File: config.mk
export PLATFORM = sky130hd
export DESIGN_NAME = lutram_march_ctrl
export DESIGN_NICKNAME = d
export VERILOG_FILES = /design/src/rtl/lutram_march_ctrl.sv
export SDC_FILE = /design/constraint.sdc
export NUM_CORES = 1
export LEC_CHECK = 0
export ABC_AREA = 1
export CAP_MARGIN = 20
export CORE_ASPECT_RATIO = 0.5
export CORE_UTILIZATION = 45
export DETAILED_ROUTE_END_ITERATION = 10
export DONT_BUFFER_PORTS = 1
export PLACE_DENSITY_LB_ADDON = 0.12
export SLEW_MARGIN = 0
export SYNTH_ARGS = -nofsm -noshare
export SYNTH_HDL_FRONTEND = slang
export SYNTH_SLANG_ARGS = --single-unit
File: constraint.sdc
create_clock -name clk_i -period 2.4 [get_ports clk_i]
set_input_delay 0.48 -clock clk_i [delete_from_list [all_inputs] [get_ports clk_i]]
set_output_delay 0.48 -clock clk_i [all_outputs]
set_load 0.01 [all_outputs]
File: src/rtl/lutram_march_ctrl.sv
// ---------------------------------------------------------------------------
// lutram_march_ctrl
//
// March C- built-in self-test sequencer for a single-port, 1-bit-wide
// distributed RAM (asynchronous read, synchronous write, e.g. RAM256X1S).
// The RAM write clock is clk_i.
//
// Sequence (one element after another, no idle gaps):
//   W0_UP   : 1 cycle/address, write 0
//   R0W1_UP : 2 cycles/address, read expect 0, then write 1
//   R1W0_UP : 2 cycles/address, read expect 1, then write 0
//   R0W1_DN : 2 cycles/address, read expect 0, then write 1
//   R1W0_DN : 2 cycles/address, read expect 1, then write 0
//   R0_DN   : 1 cycle/address, read expect 0
// UP elements walk 0 .. 2^A_WIDTH-1, DN elements walk 2^A_WIDTH-1 .. 0.
//
// Optional feature, macro LUTRAM_MARCH_CHECKERBOARD_EN:
//   when defined, two checkerboard elements (elem_o = 7) follow R0_DN:
//   a write pass with d = addr[0]^addr[1], then a read pass comparing
//   against the same pattern. Requires A_WIDTH >= 2.
//
// Ports:
//   clk_i              test clock, also the RAM WCLK
//   rst_i              asynchronous active-high reset
//   start_i            one-cycle run request (accepted in IDLE/DONE only)
//   busy_o             run in progress
//   done_o             run finished, held until the next accepted start
//   pass_o             valid with done_o: 1 = no mismatches
//   err_count_o        saturating mismatch count of the current/last run
//   first_err_valid_o  at least one mismatch seen this run
//   first_err_addr_o   address of the first mismatch
//   elem_o             current march element (0 in IDLE/DONE)
//   ram_a_o            RAM address
//   ram_d_o            RAM write data
//   ram_we_o           RAM write enable
//   ram_q_i            RAM asynchronous read data
// ---------------------------------------------------------------------------
module lutram_march_ctrl #(
    parameter int A_WIDTH   = 8,
    parameter int ERR_WIDTH = 16
) (
    input  logic                 clk_i,
    input  logic                 rst_i,
    input  logic                 start_i,
    output logic                 busy_o,
    output logic                 done_o,
    output logic                 pass_o,
    output logic [ERR_WIDTH-1:0] err_count_o,
    output logic                 first_err_valid_o,
    output logic [A_WIDTH-1:0]   first_err_addr_o,
    output logic [2:0]           elem_o,
    output logic [A_WIDTH-1:0]   ram_a_o,
    output logic                 ram_d_o,
    output logic                 ram_we_o,
    input  logic                 ram_q_i
);

    // State values 1..6 double as the elem_o encoding.
    typedef enum logic [3:0] {
        ST_IDLE    = 4'd0,
        ST_W0_UP   = 4'd1,
        ST_R0W1_UP = 4'd2,
        ST_R1W0_UP = 4'd3,
        ST_R0W1_DN = 4'd4,
        ST_R1W0_DN = 4'd5,
        ST_R0_DN   = 4'd6,
        ST_DONE    = 4'd7,
        ST_CB      = 4'd8
    } state_t;

    localparam logic [A_WIDTH-1:0] ADDR_MAX = '1;

    state_t               state;
    logic                 phase;     // 0 = read half, 1 = write half of RxWy
    logic                 cb_sub;    // 0 = checkerboard write, 1 = checkerboard read

    state_t               nxt_state;
    logic                 nxt_phase;
    logic                 nxt_sub;
    logic [A_WIDTH-1:0]   nxt_addr;
    logic                 start_acc;
    logic                 rd_en;
    logic                 rd_exp;
    logic                 mismatch;
    logic                 at_last;
    logic [ERR_WIDTH-1:0] nxt_err;

    // -----------------------------------------------------------------------
    // Helper functions
    // -----------------------------------------------------------------------
    function automatic logic is_down(input state_t s);
        return (s == ST_R0W1_DN) || (s == ST_R1W0_DN) || (s == ST_R0_DN);
    endfunction

    function automatic state_t succ(input state_t s);
        case (s)
            ST_W0_UP:   return ST_R0W1_UP;
            ST_R0W1_UP: return ST_R1W0_UP;
            ST_R1W0_UP: return ST_R0W1_DN;
            ST_R0W1_DN: return ST_R1W0_DN;
            ST_R1W0_DN: return ST_R0_DN;
`ifdef LUTRAM_MARCH_CHECKERBOARD_EN
            ST_R0_DN:   return ST_CB;
`else
            ST_R0_DN:   return ST_DONE;
`endif
            default:    return ST_DONE;
        endcase
    endfunction

    function automatic logic [A_WIDTH-1:0] first_addr(input state_t s);
        return is_down(s) ? ADDR_MAX : '0;
    endfunction

    function automatic logic cb_bit(input logic [A_WIDTH-1:0] a);
        return a[0] ^ a[1];
    endfunction

    function automatic logic we_of(input state_t s, input logic ph, input logic sb);
        case (s)
            ST_W0_UP:                                        return 1'b1;
            ST_R0W1_UP, ST_R1W0_UP, ST_R0W1_DN, ST_R1W0_DN: return ph;
            ST_CB:                                           return !sb;
            default:                                         return 1'b0;
        endcase
    endfunction

    function automatic logic d_of(input state_t s, input logic ph, input logic sb,
                                  input logic [A_WIDTH-1:0] a);
        case (s)
            ST_R0W1_UP, ST_R0W1_DN: return ph;
            ST_CB:                  return !sb && cb_bit(a);
            default:                return 1'b0;
        endcase
    endfunction

    function automatic logic [2:0] elem_of(input state_t s);
        logic [3:0] sv;
        sv = s;
        case (s)
            ST_W0_UP, ST_R0W1_UP, ST_R1W0_UP,
            ST_R0W1_DN, ST_R1W0_DN, ST_R0_DN: return sv[2:0];
            ST_CB:                             return 3'd7;
            default:                           return 3'd0;
        endcase
    endfunction

    function automatic logic [ERR_WIDTH-1:0] sat_inc(input logic [ERR_WIDTH-1:0] c);
        return (&c) ? c : c + ERR_WIDTH'(1);
    endfunction

    // -----------------------------------------------------------------------
    // Next-state / compare decode
    // -----------------------------------------------------------------------
    assign at_last = is_down(state) ? (ram_a_o == '0) : (ram_a_o == ADDR_MAX);

    always_comb begin
        nxt_state = state;
        nxt_phase = phase;
        nxt_sub   = cb_sub;
        nxt_addr  = ram_a_o;
        start_acc = 1'b0;
        rd_en     = 1'b0;
        rd_exp    = 1'b0;
        case (state)
            ST_IDLE, ST_DONE: begin
                if (start_i) begin
                    start_acc = 1'b1;
                    nxt_state = ST_W0_UP;
                    nxt_phase = 1'b0;
                    nxt_sub   = 1'b0;
                    nxt_addr  = '0;
                end
            end
            ST_W0_UP, ST_R0_DN: begin
                rd_en  = (state == ST_R0_DN);
                rd_exp = 1'b0;
                if (at_last) begin
                    nxt_state = succ(state);
                    nxt_addr  = first_addr(succ(state));
                    nxt_phase = 1'b0;
                    nxt_sub   = 1'b0;
                end else begin
                    nxt_addr = is_down(state) ? ram_a_o - A_WIDTH'(1) : ram_a_o + A_WIDTH'(1);
                end
            end
            ST_R0W1_UP, ST_R1W0_UP, ST_R0W1_DN, ST_R1W0_DN: begin
                if (!phase) begin
                    rd_en     = 1'b1;
                    rd_exp    = (state == ST_R1W0_UP) || (state == ST_R1W0_DN);
                    nxt_phase = 1'b1;
                end else begin
                    // Address only moves after the write half.
                    nxt_phase = 1'b0;
                    if (at_last) begin
                        nxt_state = succ(state);
                        nxt_addr  = first_addr(succ(state));
                    end else begin
                        nxt_addr = is_down(state) ? ram_a_o - A_WIDTH'(1) : ram_a_o + A_WIDTH'(1);
                    end
                end
            end
`ifdef LUTRAM_MARCH_CHECKERBOARD_EN
            ST_CB: begin
                rd_en  = cb_sub;
                rd_exp = cb_bit(ram_a_o);
                if (at_last) begin
                    nxt_addr = '0;
                    if (cb_sub) begin
                        nxt_state = ST_DONE;
                        nxt_sub   = 1'b0;
                    end else begin
                        nxt_sub = 1'b1;
                    end
                end else begin
                    nxt_addr = ram_a_o + A_WIDTH'(1);
                end
            end
`endif
            default: begin
                nxt_state = ST_IDLE;
                nxt_addr  = '0;
                nxt_phase = 1'b0;
                nxt_sub   = 1'b0;
            end
        endcase
    end

    // Read data is sampled at the edge that ends the read cycle.
    assign mismatch = rd_en && (ram_q_i != rd_exp);
    assign nxt_err  = mismatch ? sat_inc(err_count_o) : err_count_o;

    // -----------------------------------------------------------------------
    // State and registered outputs
    // -----------------------------------------------------------------------
    always_ff @(posedge clk_i or posedge rst_i) begin
        if (rst_i) begin
            state             <= ST_IDLE;
            phase             <= 1'b0;
            cb_sub            <= 1'b0;
            ram_a_o           <= '0;
            ram_we_o          <= 1'b0;
            ram_d_o           <= 1'b0;
            elem_o            <= 3'd0;
            busy_o            <= 1'b0;
            done_o            <= 1'b0;
            pass_o            <= 1'b0;
            err_count_o       <= '0;
            first_err_valid_o <= 1'b0;
            first_err_addr_o  <= '0;
        end else begin
            state    <= nxt_state;
            phase    <= nxt_phase;
            cb_sub   <= nxt_sub;
            ram_a_o  <= nxt_addr;
            // RAM controls are precomputed from the next state so they are
            // plain flops when the RAM sees them.
            ram_we_o <= we_of(nxt_state, nxt_phase, nxt_sub);
            ram_d_o  <= d_of(nxt_state, nxt_phase, nxt_sub, nxt_addr);
            elem_o   <= elem_of(nxt_state);
            if (start_acc) begin
                busy_o            <= 1'b1;
                done_o            <= 1'b0;
                pass_o            <= 1'b0;
                err_count_o       <= '0;
                first_err_valid_o <= 1'b0;
                first_err_addr_o  <= '0;
            end else begin
                err_count_o <= nxt_err;
                if (mismatch && !first_err_valid_o) begin
                    first_err_valid_o <= 1'b1;
                    first_err_addr_o  <= ram_a_o;
                end
                // pass_o must include a mismatch on the very last read.
                if ((nxt_state == ST_DONE) && (state != ST_DONE)) begin
                    busy_o <= 1'b0;
                    done_o <= 1'b1;
                    pass_o <= (nxt_err == '0);
                end
            end
        end
    end

endmodule

## Yosys cells after proc, flatten, opt, wreduce, memory -nomap -nowiden

Cells that the tools add are included.
Widths: inputs -> output; s select.

- Bits in writable memories: 0
- Memory bits (read-only): 0
- Input port bits: 4
- Register bits: 47
- Memories: 0
- Word-level logic and storage cells: 116
- Bits in latches: 0

- Bitwise operators: 1
- Add/sub/neg operators: 3
- Magnitude comparators: 0
- Equality and inequality tests: 26
- Reduce and logical (&&, ||, !) cells: 26
- $mul: 0
- Mux-type cells: 46
- Divide/modulo/power cells: 0
- Shift-type cells: 0

Operators with widths:

| operator | count |
|---|---|
| $mux 8 | 9 |
| $eq 4x3->1 const B | 14 |
| $mux 16 | 3 |
| $mux 4 | 7 |
| $pmux 8 s3 | 1 |
| $mux 1 | 18 |
| $add 16x1->16 const B | 1 |
| $eq 4x2->1 const B | 4 |
| $logic_not 16->1 | 1 |
| $reduce_and 16->1 | 1 |
| $pmux 3 s5 | 1 |
| $pmux 4 s3 | 1 |
| $pmux 1 s3 | 3 |
| $add 8x1->8 const B | 1 |
| $eq 4x1->1 const B | 2 |
| $eq 8x8->1 const B | 1 |
| $logic_not 8->1 | 1 |
| $reduce_or 4->1 | 2 |
| $sub 8x1->8 const B | 1 |
| $logic_or 1x1->1 | 7 |
| $pmux 3 s2 | 1 |
| $reduce_or 2->1 | 3 |
| $reduce_or 6->1 | 1 |
| $eq 4x4->1 const B | 1 |
| other kinds (10) | 17 |

## Longest topological paths before layout

- Depth in word-level cells: 17
- Mapped depth: 16

## Worst setup path before layout

Ideal clock, no wire load.

- Kind: register to register
- Start point: register err_count_o[0]
- End point: register pass_o
- Path buffers: 1
- Slack: 391 ps
- Required time: 2334 ps
- Stages on the path, launching flop included: 14
- Arrival time: 1943 ps
- Cell sequence: dfrtp_1 -> ha_1 -> inv_1 -> nor2_1 -> nand2_1 -> nor2_2 -> buf_4 -> xor2_1 -> nand2_1 -> nand2_1 -> nand4_1 -> nor2_1 -> nand3_1 -> nand2_1

- Longest elaborated chain between the ends: 6

Ends and longest elaborated chain:

| element | line | source |
|---|---|---|
| start, declared | 48 | `output logic [ERR_WIDTH-1:0] err_count_o,` |
| start signal, assigned | 269 | `err_count_o <= nxt_err;` |
| $add 16x1->16 / $reduce_and 16->1 (equally long branches) | 149 | `return (&c) ? c : c + ERR_WIDTH'(1);` |
| $mux 16 | 149 |  |
| $mux 16 (*) | 231 | `assign nxt_err = mismatch ? sat_inc(err_count_o) : err_count_o;` |
| $logic_not 16->1 (*) | 278 | `pass_o <= (nxt_err == '0);` |
| $mux 1 (*) | 275 | `if ((nxt_state == ST_DONE) && (state != ST_DONE)) begin` |
| $mux 1 (*) | 261 | `if (start_acc) begin` |
| end signal, assigned | 278 |  |
| end, declared | 47 | `output logic pass_o,` |

Every way passes the cells marked *; elsewhere a longest branch is shown, timed or not. The select of a mux whose other input is x is not followed.
A chain may end at the register's enable or synchronous reset.

## Final worst setup path

- Start point: register state[2]
- End point: register ram_a_o[6]

- Longest elaborated chain between the ends: 12

Ends and longest elaborated chain:

| element | line | source |
|---|---|---|
| start, declared | 73 | `state_t state;` |
| start signal, assigned | 252 | `state <= nxt_state;` |
| $eq 4x3->1 (tied with other cells) | 92, 96, 165 |  |
| $pmux 3 s5 | 96 | `case (s)` |
| $mux 4 | 178, 195 |  |
| $mux 4 | 188 | `if (!phase) begin` |
| $mux 4 | 165 | `case (state)` |
| $eq 4x3->1 | 92 | `return (s == ST_R0W1_DN) \|\| (s == ST_R1W0_DN) \|\| (s == ST_R0_DN);` |
| $logic_or 1x1->1 (2 in series) | 92 |  |
| $mux 8 | 112 | `return is_down(s) ? ADDR_MAX : '0;` |
| $mux 8 | 195 | `if (at_last) begin` |
| $mux 8 | 188 |  |
| $pmux 8 s3 | 165 |  |
| end signal, assigned | 255 | `ram_a_o <= nxt_addr;` |
| end, declared | 52 | `output logic [A_WIDTH-1:0] ram_a_o,` |

Several ways; a longest one is shown, not always the timed one. The select of a mux whose other input is x is not followed.

==> summary.md <==
| Metric | Value |
|---|---|
| Clock latency on the worst-skew pair | `300 ps` |
| Total GRT Usage | `22.4%` |
| Buffers from clock root to sink, at most | `2` |
| Seq cells post-synth | `46` |
| Comb pwr share | `3.9%` |
| Max rail drop VDD | `0.000245 V` |
| Count of unresolved DRC violations after routing | `0` |
| Number of warnings issued by yosys | `0` |
| Layout net count | `430` |
| Sequential share of the synthesized area | `39.5%` |
| Maximum number of pins on one net before global-route repair | `47` |
| Filler cell count in the final layout | `624` |
| Area of the core | `0.00616 sq mm` |
| Average via count per standard cell | `5.36` |
| Horizontal die dimension | `116 um` |
| Total of hold buffers inserted after clock tree synthesis | `0` |
| Synth Area per Inst | `7.09 sq um` |
| Slew of the pin with the lowest slew margin | `569 ps` |
| Post-CTS Setup Inserts | `0` |
| Post-DP Area | `0.00303 sq mm` |
| Synth Net Count | `423` |
| Detailed-route via count | `2718` |
| Switching power | `379 uW` |
| Die area | `0.00682 sq mm` |
| Final WL | `7130 um` |
| Worst relative slew slack | `62.1%` |
| Peak clock frequency supported by timing | `464 MHz` |
| TritonCTS clock tree | `done` |
| N_diodes | `0` |
| Starting density of the core | `47.3%` |
| Y dimension of the die | `58.9 um` |
| Total power | `1.57 mW` |
| Unrepaired setup endpoints after global routing | `false` |
| Setup_tns | `0 ps` |
| Arrival time of data at the critical path endpoint | `2320 ps` |
| # Max-Cap Violations | `0` |
| Kind of launch point of the worst setup path | `flip-flop` |
| Grt met3 use | `5.15%` |
| Critical Path Sink Type | `flip-flop` |
| Mapped Area | `0.00291 sq mm` |
| Global-route met2 utilization | `37.1%` |
| Post-route cell area | `0.00319 sq mm` |
| Count of endpoints failing hold in the final timing report | `0` |
| CTS sink cnt | `46` |
| Fraction of met1 tracks used by global routing | `29.7%` |
| Fraction of final layout cells sized beyond drive strength 1 | `11.0%` |
| Vias in the first global route | `2397` |
| Congestion Overflow GR | `0` |
| Post-CTS resize count | `0` |
| Global-route wire length before repair | `11600 um` |
| Detailed-routing iteration count for the pre-antenna-repair pass | `5` |
| Number of max-slew violations in the final report | `0` |
| Root buffer selected by CTS | `sky130_fd_sc_hd__clkbuf_16` |
| TritonCTS buffer count | `5` |
| Net switching fraction of the power | `24.2%` |
| WL/cell | `14.1 um` |
| Most utilized layer in the global route result | `met2` |
| Data required time of the critical path | `2570 ps` |
| Part of the cycle the worst path needs | `89.8%` |
| Kind of critical path | `flip-flop to flip-flop` |
| Initial antenna violation count | `0` |
| Outcome | `completed` |
| Final min period | `2160 ps` |
| Layout area overhead | `9.57%` |
| CP Max Fanout | `6` |
| Number of placed cells counting well taps | `499` |
| Placement Rows | `20` |
| Gate count of the mapped netlist | `411` |
| Type of the most critical hold path | `input pin to asynchronous set/reset pin` |
| Final antenna-violating net count | `0` |
| Post-DP HPWL | `5310 um` |
| Share of power burned in registers | `50.4%` |
| Number of setup violations in the final report | `0` |
| Non-filler instance count after layout | `507` |
| Reg clk slew, reported paths | `70 ps` |
| Static Leakage | `1.62 nW` |
| Clock share of power | `45.6%` |
| Cell internal pwr | `1.19 mW` |
| RePlAce Congestion | `0.858` |
| Power density over the cells | `491 mW/mm^2` |
| Netlist cell types | `34` |
| # H-tree levels | `2` |
| I/O Pins | `45` |
| Buffers on Ports | `0` |
| DRC violation total after the first TritonRoute iteration | `250` |
| Worst clock skew | `6.08 ps` |
-- path summary, 6_finish.rpt --
check                                      end  slack [ps]  cells after the start  startpoint
worst max-delay path                ram_a_o[6]         240                     14    state[2]
worst min-delay path            err_count_o[3]         210                      2       rst_i
worst max register to register      ram_a_o[6]         240                     14    state[2]
min in group clk_i                    state[0]         520                      4     start_i
max in group asynchronous             state[0]        1770                      2       rst_i
worst min register to register         ram_d_o         540                      1    state[0]
-- cells in the final DEF, fill, tap and decap left out, types with 3 or more instances in the layout --
cell and count:
sky130_fd_sc_hd__nand2_1 118, sky130_fd_sc_hd__inv_1 47, sky130_fd_sc_hd__dfrtp_1 45, sky130_fd_sc_hd__nor2_1 43, sky130_fd_sc_hd__nand3_1 36, sky130_fd_sc_hd__o21ai_0 21
sky130_fd_sc_hd__a21oi_1 17, sky130_fd_sc_hd__nand4_1 13, sky130_fd_sc_hd__inv_2 7, sky130_fd_sc_hd__buf_4 7, sky130_fd_sc_hd__o21ai_1 6, sky130_fd_sc_hd__nand2_2 6
sky130_fd_sc_hd__xor2_1 6, sky130_fd_sc_hd__ha_1 6, sky130_fd_sc_hd__clkbuf_16 5, sky130_fd_sc_hd__nor3_1 4, sky130_fd_sc_hd__nor2_2 3, sky130_fd_sc_hd__nand3_2 3
sky130_fd_sc_hd__xnor2_1 3
-- per-layer routing --
layer | wire length (um) | part of all wire, %
met5 | 0 | 0
met4 | 72 | 1.0
met3 | 442 | 6.2
met2 | 3360 | 47
met1 | 3250 | 46
-- critical path: stages (launching register included) --
cell	delay, ps
sky130_fd_sc_hd__dfrtp_1	400
sky130_fd_sc_hd__inv_2	90
sky130_fd_sc_hd__nor2_4	170
sky130_fd_sc_hd__nand2_4	110
sky130_fd_sc_hd__fa_1	380
sky130_fd_sc_hd__inv_1	70
sky130_fd_sc_hd__nand2_1	60
sky130_fd_sc_hd__nand2_1	90
sky130_fd_sc_hd__a21oi_2	80
sky130_fd_sc_hd__o21ai_1	140
sky130_fd_sc_hd__a21oi_1	90
sky130_fd_sc_hd__a21oi_1	120
sky130_fd_sc_hd__o21ai_0	90
sky130_fd_sc_hd__nand2_1	60
sky130_fd_sc_hd__o21ai_0	70
-- sequential cells by signal, summed over array words and instances (netlist names) --
register / count
err_count_o: 16
pass_o: 1
state: 4
ram_d_o: 1
ram_a_o: 8
ram_we_o: 1
phase: 1
first_err_valid_o: 1
elem_o: 3
first_err_addr_o: 8
busy_o: 1
done_o: 1
-- power by group through the flow --
stage	Clock (mW)	Combinational, mW	Sequential [mW]
finish	0.715	0.0618	0.790
global route	0.755	0.0710	0.791
CTS	0.731	0.0632	0.790
detailed placement	0	0.0630	0.805
global placement	0	0.0613	0.805
floorplan	0	0.0457	0.803
-- layout make-up --
class | instances | area [sq um] | area share, %
multi-input combinational | 303 | 1520 | 47.6
sequential | 46 | 1150 | 36.1
inverter | 55 | 206 | 6.47
clock buffer | 5 | 125 | 3.92
tap | 88 | 110 | 3.45
timing repair buffer | 7 | 52.6 | 1.65
clock inverter | 3 | 25.0 | 0.784
-- metrics by stage --
step,worst slack [ps],util (%),hold WS [ps]
final,245,51.9,207
after global routing,4.30,51.9,269
after CTS,71.3,51.7,235
after detailed placement,91.3,49.2,552
after global placement,216,49.2,530
after floorplan,391,-,505
-- synthesized netlist by cell type --
library cell,count,area [sq um]
sky130_fd_sc_hd__a21oi_1,18,90.1
sky130_fd_sc_hd__a22oi_1,1,7.51
sky130_fd_sc_hd__buf_2,1,5.00
sky130_fd_sc_hd__buf_4,1,7.51
sky130_fd_sc_hd__buf_6,2,22.5
sky130_fd_sc_hd__clkbuf_1,3,11.3
sky130_fd_sc_hd__clkinv_1,1,3.75
sky130_fd_sc_hd__conb_1,1,3.75
sky130_fd_sc_hd__dfrtp_1,46,1150
sky130_fd_sc_hd__fa_1,1,20.0
sky130_fd_sc_hd__ha_1,7,87.6
sky130_fd_sc_hd__inv_1,49,184
sky130_fd_sc_hd__inv_2,5,18.8
sky130_fd_sc_hd__nand2_1,118,443
sky130_fd_sc_hd__nand2_2,7,43.8
sky130_fd_sc_hd__nand2_4,1,11.3
sky130_fd_sc_hd__nand3_1,36,180
sky130_fd_sc_hd__nand3_2,3,30.0
sky130_fd_sc_hd__nand3_4,1,17.5
sky130_fd_sc_hd__nand4_1,13,81.3
sky130_fd_sc_hd__nor2_1,43,161
sky130_fd_sc_hd__nor2_2,3,18.8
sky130_fd_sc_hd__nor2_4,1,11.3
sky130_fd_sc_hd__nor3_1,4,20.0
sky130_fd_sc_hd__nor3_2,1,10.0
sky130_fd_sc_hd__o211ai_1,2,15.0
sky130_fd_sc_hd__o21a_1,1,7.51
sky130_fd_sc_hd__o21ai_0,22,110
sky130_fd_sc_hd__o21ai_1,5,25.0
sky130_fd_sc_hd__o21ai_2,2,17.5
sky130_fd_sc_hd__o22ai_1,1,6.26
sky130_fd_sc_hd__or2_2,2,12.5
sky130_fd_sc_hd__xnor2_1,3,26.3
sky130_fd_sc_hd__xor2_1,6,52.6
-- cell families after synthesis --
kind of cell	share of synthesized area, %
AO/OA/AOI/OAI	9.58
XOR/XNOR	2.71
adder cells (fa/ha/maj)	3.69
buffers and inverters	8.67
flip-flops	39.5
other	0.129
AND/OR/NAND/NOR	35.7
(Power assumes the default switching activity.)
